## src/rtl/instr_port_arb.sv

```systemverilog
// Single instruction-memory port shared by fetch and store/SET-IR requesters.
// Combinational grant, starvation-bounded fetch, one-cycle tagged read return.
module instr_port_arb #(
  parameter int AW       = 16,
  parameter int DW       = 16,
  parameter int MAX_WAIT = 3
) (
  input  logic          clk,
  input  logic          rst_n,
  input  logic          f_req,
  input  logic [AW-1:0] f_addr,
  output logic          f_gnt,
  output logic          f_rvalid,
  output logic [DW-1:0] f_rdata,
  input  logic          s_req,
  input  logic          s_we,
  input  logic [AW-1:0] s_addr,
  input  logic [DW-1:0] s_wdata,
  output logic          s_gnt,
  output logic          s_rvalid,
  output logic [DW-1:0] s_rdata,
  output logic [AW-1:0] mem_addr,
  output logic [DW-1:0] mem_wdata,
  output logic          mem_wen,
  input  logic [DW-1:0] mem_rdata,
  output logic          stall,
  output logic [3:0]    starve_cnt
);

  localparam logic [3:0] LP_MAX_WAIT = 4'(MAX_WAIT);

  logic       r_last_f;
  logic [1:0] r_rd_tag;
  logic [3:0] r_starve_cnt;

  logic w_force;
  logic w_s_wr;
  logic w_f_win;
  logic w_f_gnt;
  logic w_s_gnt;

  always_comb begin
    w_force = f_req && (r_starve_cnt == LP_MAX_WAIT);
    w_s_wr  = s_req && s_we;
    w_f_win = 1'b0;
    if (w_force)
      w_f_win = 1'b1;
    else if (w_s_wr)
      w_f_win = 1'b0;
    else if (f_req && s_req)
      w_f_win = !r_last_f;
    else
      w_f_win = f_req;
    // grants are gated by reset so nothing reaches the memory while held in reset
    w_f_gnt = rst_n && w_f_win;
    w_s_gnt = rst_n && s_req && !w_f_win;
  end

  assign f_gnt      = w_f_gnt;
  assign s_gnt      = w_s_gnt;
  assign mem_addr   = w_f_gnt ? f_addr : (w_s_gnt ? s_addr : '0);
  assign mem_wdata  = w_s_gnt ? s_wdata : '0;
  assign mem_wen    = w_s_gnt && s_we;
  assign stall      = f_req && !w_f_gnt;
  assign starve_cnt = r_starve_cnt;

  assign f_rvalid = (r_rd_tag == 2'b11);
  assign s_rvalid = (r_rd_tag == 2'b10);
  assign f_rdata  = f_rvalid ? mem_rdata : '0;
  assign s_rdata  = s_rvalid ? mem_rdata : '0;

  always_ff @(posedge clk or negedge rst_n) begin
    if (!rst_n) begin
      r_rd_tag     <= 2'b00;
      r_last_f     <= 1'b0;
      r_starve_cnt <= 4'd0;
    end else begin
      if (w_f_gnt || (w_s_gnt && !s_we))
        r_rd_tag <= {1'b1, w_f_gnt};
      else
        r_rd_tag <= 2'b00;

      if (w_f_gnt || w_s_gnt)
        r_last_f <= w_f_gnt;

      if (!f_req || w_f_gnt)
        r_starve_cnt <= 4'd0;
      else if (r_starve_cnt < LP_MAX_WAIT)
        r_starve_cnt <= r_starve_cnt + 4'd1;
    end
  end

endmodule

```

## config.mk

```make
export PLATFORM = sky130hd
export DESIGN_NAME = instr_port_arb
export DESIGN_NICKNAME = d
export VERILOG_FILES = /design/src/rtl/instr_port_arb.sv
export SDC_FILE = /design/constraint.sdc
export NUM_CORES = 1
export LEC_CHECK = 0
export CAP_MARGIN = 5
export CORE_ASPECT_RATIO = 1.2
export CORE_MARGIN = 2
export CORE_UTILIZATION = 26
export CTS_CLUSTER_DIAMETER = 50
export DETAILED_ROUTE_END_ITERATION = 10
export MAX_ROUTING_LAYER = met4
export PLACE_DENSITY = 0.92
export SLEW_MARGIN = 20
export SYNTH_ARGS = -nofsm -noshare
export SYNTH_HDL_FRONTEND = slang
export SYNTH_SLANG_ARGS = --single-unit
```

## constraint.sdc

```tcl
create_clock -name clk -period 3.9 [get_ports clk]
set_input_delay 0.78 -clock clk [delete_from_list [all_inputs] [get_ports clk]]
set_output_delay 0.78 -clock clk [all_outputs]
set_load 0.02 [all_outputs]
```

# --- Yosys cells after proc, flatten, opt, wreduce, memory -nomap -nowiden ---
# Cells that the tools add are included.
op_classes:
  n_addsub: 1
  order_cmp: 1
  eq_ne: 3
  mux: 11
  reduce_logical: 18
ops:
  columns: ["op", "n"]
  rows:
  - ["16-bit two-way mux", 5]
  - ["1-bit logical AND", 9]
  - ["4-bit two-way mux", 2]
  - ["1-bit zero test", 5]
  - ["4-bit by 1-bit adder with 4-bit output (second input constant)", 1]
  - ["2-bit equality test (second input constant)", 2]
  - ["4-bit by 2-bit equality test with 1-bit output (second input constant)", 1]
  - ["4-bit by 2-bit < comparator with 1-bit output (second input constant)", 1]
  - ["1-bit logical OR", 3]
  - ["1-bit two-way mux", 3]
  - ["2-bit two-way mux", 1]
  - ["2-bit nonzero test", 1]
totals:
  ff_bits: 7
  input_bits: 69
  out_inout_bits: 74
  wordCells: 37

# --- Longest topological paths before layout ---
depth:
  depth_word: 9
  depth_mapped: 6
  ltp_nobuf: 4

# --- Worst setup path before layout ---
# OpenSTA, ideal clock, no wires.
synth_path:
  path_kind: "input to output"
  startpoint: "input s_we"
  endpoint: "output mem_addr[10]"
  t_arrival_ns: 1.840
  required_time_ns: 3.120
  setup_slack_ns: 1.280
  cell_stages: 5
  n_path_buf: 2
  cell_sequence: "o21ai_1 -> o21a_1 -> buf_6 -> buf_12 -> mux2i_1"
synth_via:
  elab_chain_cells: 7
  word_cells_on_any_way: 8
  cone_classes: "4 x mux; 4 x reduce/logical"
synth_rtl:
  columns: ["item", "line_no", "source"]
  rows:
  - ["from (decl)", "16", "input logic s_we,"]
  - ["1-bit logical AND (*)", "44", "w_s_wr = s_req && s_we;"]
  - ["1-bit two-way mux (*)", "48", "else if (w_s_wr)"]
  - ["1-bit two-way mux (*)", "46", "if (w_force)"]
  - ["1-bit zero test", "56", "w_s_gnt = rst_n && s_req && !w_f_win;"]
  - ["1-bit logical AND", "56", null]
  - ["16-bit two-way mux", "61", "assign mem_addr = w_f_gnt ? f_addr : (w_s_gnt ? s_addr : '0);"]
  - ["16-bit two-way mux (*)", "61", null]
  - ["to (decl)", "22", "output logic [AW-1:0] mem_addr,"]
# Mark *: on every way between the ends. The rest lies on a longest branch, timed or not.

# --- Final worst setup path ---
layout_path:
  startpoint: "input s_we"
  endpoint: "output mem_addr[8]"
# Same word-level chain as after synthesis.

==> flow_summary.json <==
{
  "end_kind": "output pin",
  "path_cells": "clkdlybuf4s50_1, o21ai_1, o21a_1, buf_12, mux2i_1, clkdlybuf4s50_1",
  "cts_resized": 0,
  "die_h_um": 72.4,
  "gr-usage-all-layers_pct": 18.5,
  "synthCells": 139,
  "syn2layout_area_growth_pct": 149,
  "status": "finished clean",
  "syn_area_per_cell_um2": 7.28,
  "start_util_pct": 27.4,
  "worstMarginPinSlew_ps": 514,
  "cts_sinks": 7,
  "cp.arrival_ps": 2720,
  "syn_nets": 209,
  "final-instance-count-excl-fill": 328,
  "min_path_type": "reg -> reg",
  "pwr-share-comb_pct": 57.8,
  "ctsHoldBuffers": 0,
  "dp.cells": 324,
  "ir_worst_vdd_v": 0.0000917,
  "critPathLaunchType": "input port",
  "crit_end": "mem_addr[8]",
  "drc": 0,
  "cts.htree.levels": 1,
  "grt_start_max_net_pins": 29,
  "swShare_pct": 32.2,
  "synth.ff_latch_count": 7,
  "power_switching_mw": 0.140,
  "yosysWarnings": 0,
  "setup-violations-final": 0,
  "finalHoldViolCount": 0,
  "fp.dieW_um": 61.0,
  "cts_setup_buffers": 0,
  "clk_pin_slew_worst_paths_ps": 40,
  "port_buffers": 142,
  "ys_types": 24,
  "worstPathRequired_ps": 3120,
  "power.internal_mw": 0.296,
  "finalClockSkew_ps": 3.03,
  "timing.rr.start": "starve_cnt[0]$_DFFE_PN0P_",
  "clockRootBuffer": "clkbuf_8",
  "tns_ps": 0,
  "vias": 1500,
  "slowest_stage": "clkdlybuf4s50_1",
  "critPathLaunch": "s_we",
  "grt_pass1_vias": 1457,
  "rrSetupSlack_ps": 2270,
  "final_common_cell": "clkdlybuf4s50_1",
  "ys_seq_area_share_pct": 17.3,
  "rows": 24,
  "io_pins": 143,
  "grt_setup_unrepaired": "false",
  "slew_viol_final": 0,
  "drt_iter0_drc": 58,
  "period_needed_ps": 3500,
  "layout_common_cells": "142 x clkdlybuf4s50_1, 33 x and3_1, 33 x nand2_1",
  "design_power_total_mw": 0.436,
  "gp_congestion": 0.701,
  "critPathMostFrequentCell": "clkdlybuf4s50_1",
  "drv_cap": 0,
  "fmax_mhz": 286,
  "powerDensity_nw_per_um2": 173,
  "worstReg2RegEnd": "r_rd_tag[1]$_DFF_PN0_",
  "diodes": 0,
  "core_um2": 3690,
  "slew_headroom_pct": 65.7,
  "drive_gt1_share_pct": 2.90,
  "power_leakage_nw": 1.11,
  "cts_made_buffers": 3,
  "drtAntennaViolNets": 0,
  "p_seq_share_pct": 19.4,
  "grt_overflow": 0,
  "crit_type": "in -> out",
  "tritoncts": "done",
  "slowest_delay_ps": 650,
  "nFillCells": 311,
  "fin_crit_sh_pct": 89.7,
  "min_path_cells": 1,
  "crit_fanout": 19,
  "r2r_cells": 4,
  "first_pass_iters": 4,
  "netlist_area_um2": 1010,
  "whs_ps": 503,
  "wire_per_inst_um": 12.4,
  "viasPerCell": 4.57,
  "cts.path.max_buffers": 2,
  "design.die.area_um2": 4410,
  "dp.final_hpwl_um": 3420,
  "power.clock.fraction_pct": 22.7,
  "nets": 347,
  "grt_pass1_wl_um": 6310,
  "wirelength_um": 4060,
  "insertion_delay_ps": 220,
  "antenna_found_initial": 0
}
-- worst max-delay path, delay by kind of cell --
| kind | cells | cell delay (ps) |
|---|---|---|
| buffers and inverters | 3 | 1280 |
| AO/OA/AOI/OAI | 2 | 450 |
| multiplexers | 1 | 200 |
-- metrics by stage --
step                area (um2)  setup WS [ps]  utilization, %
floorplan                 1010           1280               -
global placement          2470            435            67.0
detailed placement        2470            380            67.0
CTS                       2520            378            68.2
global route              2520            280            68.2
finish                    2520            400            68.2
-- synth_stat cells (all sizes together) --
| cell type | number | share of area [%] |
|---|---|---|
| o21ai | 2 | 1.4 |
| nor3b | 3 | 3.3 |
| and3 | 33 | 20 |
| a22o | 1 | 0.87 |
| nor2 | 1 | 0.37 |
| and2b | 1 | 0.74 |
| nor3 | 1 | 0.49 |
| nand2 | 33 | 12 |
| and2 | 19 | 12 |
| ha | 1 | 1.2 |
| clkbuf | 8 | 3.0 |
| nand2b | 1 | 0.62 |
| o21a | 2 | 1.5 |
| dfrtp | 7 | 17 |
| buf | 4 | 4.1 |
| and3b | 2 | 1.7 |
| xnor2 | 1 | 0.87 |
| a21boi | 1 | 0.74 |
| mux2i | 17 | 17 |
| nor2b | 1 | 0.62 |
-- layer usage --
| metal | wire (um) | global-route usage (%) | up-vias |
|---|---|---|---|
| met4 | 55 | 4.83 | 0 |
| met2 | 2210 | 36.1 | 94 |
| met1 | 1370 | 18.2 | 651 |
| met3 | 425 | 2.85 | 6 |
| li1 | - | - | 749 |
| met5 | 0 | - | - |
-- power by group through the flow --
stage	Clock, mW	Combinational, mW	Sequential, mW
finish	0.0992	0.252	0.0847
global route	0.105	0.271	0.0859
CTS	0.102	0.255	0.0848
detailed placement	0	0.254	0.0856
global placement	0	0.251	0.0858
floorplan	0	0.109	0.0849
-- worst min-delay path by stage --
stage,start,endpoint,slack [ps]
finish,r_last_f$_DFFE_PN0P_,r_last_f$_DFFE_PN0P_,500
global route,r_last_f$_DFFE_PN0P_,r_last_f$_DFFE_PN0P_,560
CTS,r_last_f$_DFFE_PN0P_,r_last_f$_DFFE_PN0P_,510
detailed placement,r_last_f$_DFFE_PN0P_,r_last_f$_DFFE_PN0P_,500
global placement,r_last_f$_DFFE_PN0P_,r_last_f$_DFFE_PN0P_,500
floorplan,r_last_f$_DFFE_PN0P_,r_last_f$_DFFE_PN0P_,470
-- logic make-up (layout without fill, tap and decap cells) --
logic type	Yosys count	in the layout	share of synthesized area, %
mux	17	17	16.8
xor+xnor	1	1	0.865
simple gates	95	95	52.3
fa+ha+maj	1	1	1.24
flops	7	7	17.3
buf+inv	12	149	7.05
compound gates	6	6	4.45
-- flip-flops by register name, summed over array words and instances (netlist names) --
signal      count
starve_cnt      4
r_last_f        1
r_rd_tag        2
-- layout make-up --
type                            count  area [um2]  share of cell area, %
Clock buffer                        4        45.0                   1.79
Sequential cell                     7         175                   6.95
Multi-Input combinational cell    120         766                   30.4
Tap cell                           52        65.1                   2.58
Timing Repair Buffer              145        1470                   58.3
(Power assumes the default switching activity.)
